## src/rtl/prog_loader_pkg.sv

```systemverilog
// Shared loader definitions: state encoding, byte-order and checksum constants.
package prog_loader_pkg;

    localparam int unsigned BYTE_W         = 8;
    localparam int unsigned WORD_W         = 32;
    localparam int unsigned BYTES_PER_WORD = WORD_W / BYTE_W;
    localparam int unsigned BCNT_W         = $clog2(BYTES_PER_WORD);

    // Checksum starts from zero and folds in every program byte with XOR
    localparam logic [BYTE_W-1:0] CHK_INIT = 8'h00;

    typedef enum logic [2:0] {
        ST_IDLE,
        ST_LOAD,
        ST_CHECK,
        ST_RUN,
        ST_ERROR
    } state_t;

    function automatic logic [BYTE_W-1:0] chk_update(
        input logic [BYTE_W-1:0] chk,
        input logic [BYTE_W-1:0] data
    );
        return chk ^ data;
    endfunction

endpackage

```

## src/rtl/prog_loader_word_assembler.sv

```systemverilog
// Collects big-endian bytes into 32-bit words; the completed word is presented
// combinationally on the edge that accepts its fourth byte.
module prog_loader_word_assembler
    import prog_loader_pkg::*;
(
    input  logic              clk,
    input  logic              reset,
    input  logic              clear,
    input  logic              byte_valid,
    input  logic [BYTE_W-1:0] byte_data,
    output logic [WORD_W-1:0] word_c,
    output logic              word_strobe_c
);

    localparam int unsigned HOLD_W = WORD_W - BYTE_W;

    logic [HOLD_W-1:0] shreg;
    logic [BCNT_W-1:0] bcnt;

    always_ff @(posedge clk) begin
        if (reset || clear) begin
            shreg <= '0;
            bcnt  <= '0;
        end else if (byte_valid) begin
            shreg <= {shreg[HOLD_W-BYTE_W-1:0], byte_data};
            bcnt  <= bcnt + BCNT_W'(1);
        end
    end

    assign word_c        = {shreg, byte_data};
    assign word_strobe_c = byte_valid && (bcnt == BCNT_W'(BYTES_PER_WORD - 1));

endmodule

```

## src/rtl/prog_loader.sv

```systemverilog
// Byte-stream program loader: assembles RAM_SIZE words, verifies an XOR
// checksum, then releases the downstream CPU from reset.
module prog_loader
    import prog_loader_pkg::*;
#(
    parameter int unsigned RAM_SIZE = 4
) (
    input  logic                       clk,
    input  logic                       reset,
    input  logic                       start,
    input  logic                       rx_valid,
    input  logic [BYTE_W-1:0]          rx_data,
    output logic                       rx_ready,
    output logic [RAM_SIZE*WORD_W-1:0] ram,
    output logic                       cpu_reset,
    output logic                       done,
    output logic                       error,
    output logic [7:0]                 word_count
);

    localparam int unsigned IDX_W = $clog2(RAM_SIZE) + 1;

    state_t            state;
    state_t            state_nxt;
    logic              clear_c;
    logic              accept_c;
    logic              load_byte_c;
    logic              last_word_c;
    logic [IDX_W-1:0]  word_idx;
    logic [BYTE_W-1:0] checksum;
    logic [WORD_W-1:0] word_c;
    logic              word_strobe_c;

    assign accept_c    = rx_valid && rx_ready;
    assign load_byte_c = accept_c && (state == ST_LOAD);
    assign last_word_c = word_strobe_c && (word_idx == IDX_W'(RAM_SIZE - 1));

    prog_loader_word_assembler u_asm (
        .clk           (clk),
        .reset         (reset),
        .clear         (clear_c),
        .byte_valid    (load_byte_c),
        .byte_data     (rx_data),
        .word_c        (word_c),
        .word_strobe_c (word_strobe_c)
    );

    // Next-state logic; start only matters outside an active load
    always_comb begin
        state_nxt = state;
        clear_c   = 1'b0;
        unique case (state)
            ST_IDLE, ST_RUN, ST_ERROR: begin
                if (start) begin
                    state_nxt = ST_LOAD;
                    clear_c   = 1'b1;
                end
            end
            ST_LOAD: begin
                if (last_word_c) begin
                    state_nxt = ST_CHECK;
                end
            end
            ST_CHECK: begin
                if (accept_c) begin
                    state_nxt = (rx_data == checksum) ? ST_RUN : ST_ERROR;
                end
            end
            default: state_nxt = ST_IDLE;
        endcase
    end

    // State, registered status flags and the program image
    always_ff @(posedge clk) begin
        if (reset) begin
            state     <= ST_IDLE;
            rx_ready  <= 1'b0;
            cpu_reset <= 1'b1;
            done      <= 1'b0;
            error     <= 1'b0;
            ram       <= '0;
            word_idx  <= '0;
            checksum  <= CHK_INIT;
        end else begin
            state     <= state_nxt;
            rx_ready  <= (state_nxt == ST_LOAD) || (state_nxt == ST_CHECK);
            cpu_reset <= (state_nxt != ST_RUN);
            done      <= (state_nxt == ST_RUN);
            error     <= (state_nxt == ST_ERROR);
            if (clear_c) begin
                ram      <= '0;
                word_idx <= '0;
                checksum <= CHK_INIT;
            end else if (load_byte_c) begin
                checksum <= chk_update(checksum, rx_data);
                if (word_strobe_c && (word_idx < IDX_W'(RAM_SIZE))) begin
                    for (int i = 0; i < int'(RAM_SIZE); i++) begin
                        if (word_idx == IDX_W'(i)) begin
                            ram[i*WORD_W +: WORD_W] <= word_c;
                        end
                    end
                    word_idx <= word_idx + IDX_W'(1);
                end
            end
        end
    end

    assign word_count = 8'(word_idx);

endmodule

```

## config.mk

```make
export PLATFORM = sky130hd
export DESIGN_NAME = prog_loader
export DESIGN_NICKNAME = d
export VERILOG_FILES = /design/src/rtl/prog_loader_pkg.sv /design/src/rtl/prog_loader_word_assembler.sv /design/src/rtl/prog_loader.sv
export SDC_FILE = /design/constraint.sdc
export NUM_CORES = 1
export LEC_CHECK = 0
export ABC_CLOCK_PERIOD_IN_PS = 2300
export BUFFER_PORTS_ARGS = -buffer_cell sky130_fd_sc_hd__buf_2
export CORE_ASPECT_RATIO = 0.7
export CORE_MARGIN = 5
export CORE_UTILIZATION = 40
export DETAILED_ROUTE_END_ITERATION = 8
export PLACE_DENSITY_LB_ADDON = 0.15
export SYNTH_ARGS = -nofsm -noshare
export SYNTH_HDL_FRONTEND = slang
export SYNTH_SLANG_ARGS = --single-unit
```

## constraint.sdc

```tcl
create_clock -name clk -period 2.3 [get_ports clk]
set_input_delay 0 -clock clk [delete_from_list [all_inputs] [get_ports clk]]
set_output_delay 0 -clock clk [all_outputs]
set_load 0.05 [all_outputs]
```

==> impl_metrics.csv <==
group,metric,value,unit
synth,synth-seq-cells,172,
setup_path,worst_setup_path_start_kind,"flop",
sta,clock_skew,13.7,ps
placement,dpl.hpwl,12000,µm
sta,worst_hold_slack,123,ps
setup_path,class_of_the_most_critical_setup_path,"flop to flop",
die,design.core.area,16200,µm²
synth,top_count_cell_post_synth,"sky130_fd_sc_hd__nand2_1",
grt,number_of_antenna_violations_at_the_first_check_in_global_routing,0,
finish,design.final.nets,948,
clock_tree,cts.htree.levels,4,
die,num_ports,152,
placement,placed_cell_area,7340,µm²
synth,synth_edf_count,0,
pwr,switching_power,1.49,mW
pwr,power_frac_comb,0.045,
run_status,status,"completed",
clock_tree,cts_hold_repair.buffers,11,
sta,rsz0062_at_grt,"false",
placement,gp_congestion,0.755,
setup_path,critical_path.cell_chain,"nand2_1, nor4b_1, o21ai_0, a211oi_1, dlygate4sd3_1",
sta,max-slew-margin-rel,0.666,
sta,period_minus_slack,1960,ps
setup_path,critPathRequiredTime,2670,ps
synth,yosys-top-cells-area,"sky130_fd_sc_hd__dfxtp_1, sky130_fd_sc_hd__nand2_1, sky130_fd_sc_hd__a21oi_1",
finish,num_antenna_cells,0,
grt,grt_max_degree,84,
clock_tree,clk_root_buffer_cell,"sky130_fd_sc_hd__clkbuf_16",
pwr,internal_power,4.91,mW
synth,proportion_of_netlist_area_held_by_the_largest_area_contributor,0.526,
die,initial_core_util,0.404,
die,die_w,163,µm
sta,tightest_slew,501,ps
setup_path,cpMaxStageDelayCell,"sky130_fd_sc_hd__dlygate4sd3_1",
die,fp-row-count,39,
placement,io_buffer_count,146,
clock_tree,cts_resized,0,
pwr,clock_power_share,0.485,
pwr,pwr-share-seq,0.470,
setup_path,worst-endpoint-arrival,2330,ps
synth,synth_warnings,0,
drt,wl_per_cell,15.6,µm
drt,firstDrtPassIters,4,
sta,clock.fmax,0.511,GHz
clock_tree,tritoncts,"done",
finish,post-route-cell-area,8090,µm²
sta,period_share,0.852,
grt,grt_total_ovfl,0,
finish,drive_gt1_frac,0.222,
pwr,pwr_density_cell,792,nW/µm²
clock_tree,numCtsBuffers,17,
clock_tree,clock_slew_at_the_register_clock_pins_of_the_worst_setup_and_hold_paths,70,ps
pwr,swShare,0.233,
synth,yosys-top-cells-count,"sky130_fd_sc_hd__nand2_1, sky130_fd_sc_hd__dfxtp_1, sky130_fd_sc_hd__a21oi_1, sky130_fd_sc_hd__buf_2",
drt,post_drt_via_cell_ratio,4.78,
grt,grt.total_usage,0.193,
drt,routed_wirelength,18300,µm
pwr,cellLeakagePower,3.13,nW
hold_path,min-delay-path-class,"input port to flop",
sta,finalMaxSlewViolations,0,
sta,fin_tns_setup,0,ps
synth,proportion_of_register_bits_with_asynchronous_set_or_reset_after_synthesis,0,
grt,grt_first_pass_wirelength,28800,µm
sta,setup-violations-final,0,
grt,grt_pass1_vias,5193,
clock_tree,clk_latency,430,ps
die,floorplan.die_area,19100,µm²
clock_tree,clock_sink_count,172,
drt,routed-via-count,5581,
synth,top_ff_cell_synth,"sky130_fd_sc_hd__dfxtp_1",
drt,drt_iter0_markers,358,
setup_path,critPathMaxStageDelay,560,ps
die,fp.dieH,117,µm
drt,detail-route-antenna-nets,0,
synth,post_synth_inst_count,790,
synth,seq_area_frac_synth,0.526,
synth,netlist-cell-type-count,38,
synth,postSynthAreaPerCell,8.29,µm²
clock_tree,cts_buffer_depth,2,
pwr,vdd.ir_drop.worst,0.000441,V
synth,syn-cell-area,6550,µm²
setup_path,critical_path_peak_fanout,5,
synth,synth.largest_area_cell,"sky130_fd_sc_hd__dfxtp_1",
sta,report.final.hold_viol_count,0,
flow_run,drv_cap,0,
drt,drcViolationCount,0,
clock_tree,post_cts_setup_repair_buffer_count,0,
finish,syn_to_final_growth,23.6,%
setup_path,end_kind,"flop",
[logic make-up after synthesis]
| group | count (synthesis) | share of synthesized area |
|---|---|---|
| XOR/XNOR | 18 | 0.0241 |
| flip-flops | 172 | 0.526 |
| buffers and inverters | 66 | 0.0711 |
| adder cells (fa/ha/maj) | 6 | 0.0115 |
| other | 1 | 0.000573 |
| multiplexers | 2 | 0.00382 |
| AO/OA/AOI/OAI | 167 | 0.134 |
| AND/OR/NAND/NOR | 358 | 0.230 |
[power groups by stage]
stage / sequential [mW] / clock [mW] / combinational [mW]
detailed placement: 3.08 / 0 / 0.276
global placement: 3.08 / 0 / 0.277
global route: 3.01 / 3.29 / 0.313
CTS: 3.01 / 3.17 / 0.290
floorplan: 3.09 / 0 / 0.229
finish: 3.01 / 3.11 / 0.289
[final cells by class]
cell class                      count  area, µm²
Clock buffer                       17        425
Clock inverter                     15        215
Fill cell                        1630       8110
Sequential cell                   172       3440
Tap cell                          225        282
Inverter                            6       22.5
Timing Repair Buffer              177       1040
Multi-Input combinational cell    556       2660
[stage by stage]
step / power, mW / worst slack [ps] / std cells / util
finish: 6.41 / 341 / 1168 / 0.499
global route: 6.61 / 196 / 1168 / 0.499
CTS: 6.47 / 345 / 1168 / 0.499
detailed placement: 3.36 / 490 / 1125 / 0.453
global placement: 3.36 / 494 / 1125 / 0.453
floorplan: 3.32 / 292 / 794 / -
[worst paths after layout]
kind | start | to | slack [ps] | cells past startpoint
worst max-delay path | rx_ready | state[2] | 340 | 5
worst max register to register | rx_ready | state[2] | 340 | 5
worst min register to register | ram[61] | ram[61] | 450 | 2
worst min-delay path | rx_valid | error | 120 | 5
[worst max-delay path: cells and delay by family (launching register included)]
kind / cells / cell delay (ps)
AND/OR/NAND/NOR: 2 / 410
AO/OA/AOI/OAI: 2 / 450
flip-flops: 1 / 480
buffers and inverters: 1 / 560
[metal layers]
layer	up-vias	routed length (µm)	global-route usage
met3	9	1630	0.0602
li1	2834	-	-
met1	2573	8700	0.273
met4	0	102	0.0503
met5	-	0	0
met2	165	7850	0.290
[cell usage in the layout, fill, tap and decap left out, types with 2 or more instances in the layout]
master / n
sky130_fd_sc_hd__a211oi_1: 2
sky130_fd_sc_hd__a21o_1: 2
sky130_fd_sc_hd__a21oi_1: 158
sky130_fd_sc_hd__and3_1: 4
sky130_fd_sc_hd__buf_12: 4
sky130_fd_sc_hd__buf_2: 146
sky130_fd_sc_hd__buf_4: 16
sky130_fd_sc_hd__bufinv_16: 4
sky130_fd_sc_hd__clkbuf_16: 17
sky130_fd_sc_hd__clkinv_4: 4
sky130_fd_sc_hd__clkinvlp_4: 5
sky130_fd_sc_hd__conb_1: 5
sky130_fd_sc_hd__dfxtp_1: 172
sky130_fd_sc_hd__dlygate4sd3_1: 11
sky130_fd_sc_hd__ha_1: 6
sky130_fd_sc_hd__inv_1: 6
sky130_fd_sc_hd__inv_8: 2
sky130_fd_sc_hd__nand2_1: 307
sky130_fd_sc_hd__nand2b_1: 3
sky130_fd_sc_hd__nand3_1: 3
sky130_fd_sc_hd__nand4_1: 3
sky130_fd_sc_hd__nor2_1: 12
sky130_fd_sc_hd__nor2b_1: 5
sky130_fd_sc_hd__nor3b_1: 8
sky130_fd_sc_hd__o21ai_0: 2
sky130_fd_sc_hd__or2_2: 2
sky130_fd_sc_hd__xnor2_1: 18
[sequential cells by signal, summed over array words and instances, names as in the netlist]
name and cells:
u_asm.shreg 24, word_idx 3, cpu_reset 1, rx_ready 1, u_asm.bcnt 2, done 1, ram 128, state 3
checksum 8, error 1
(Power assumes the default switching activity.)
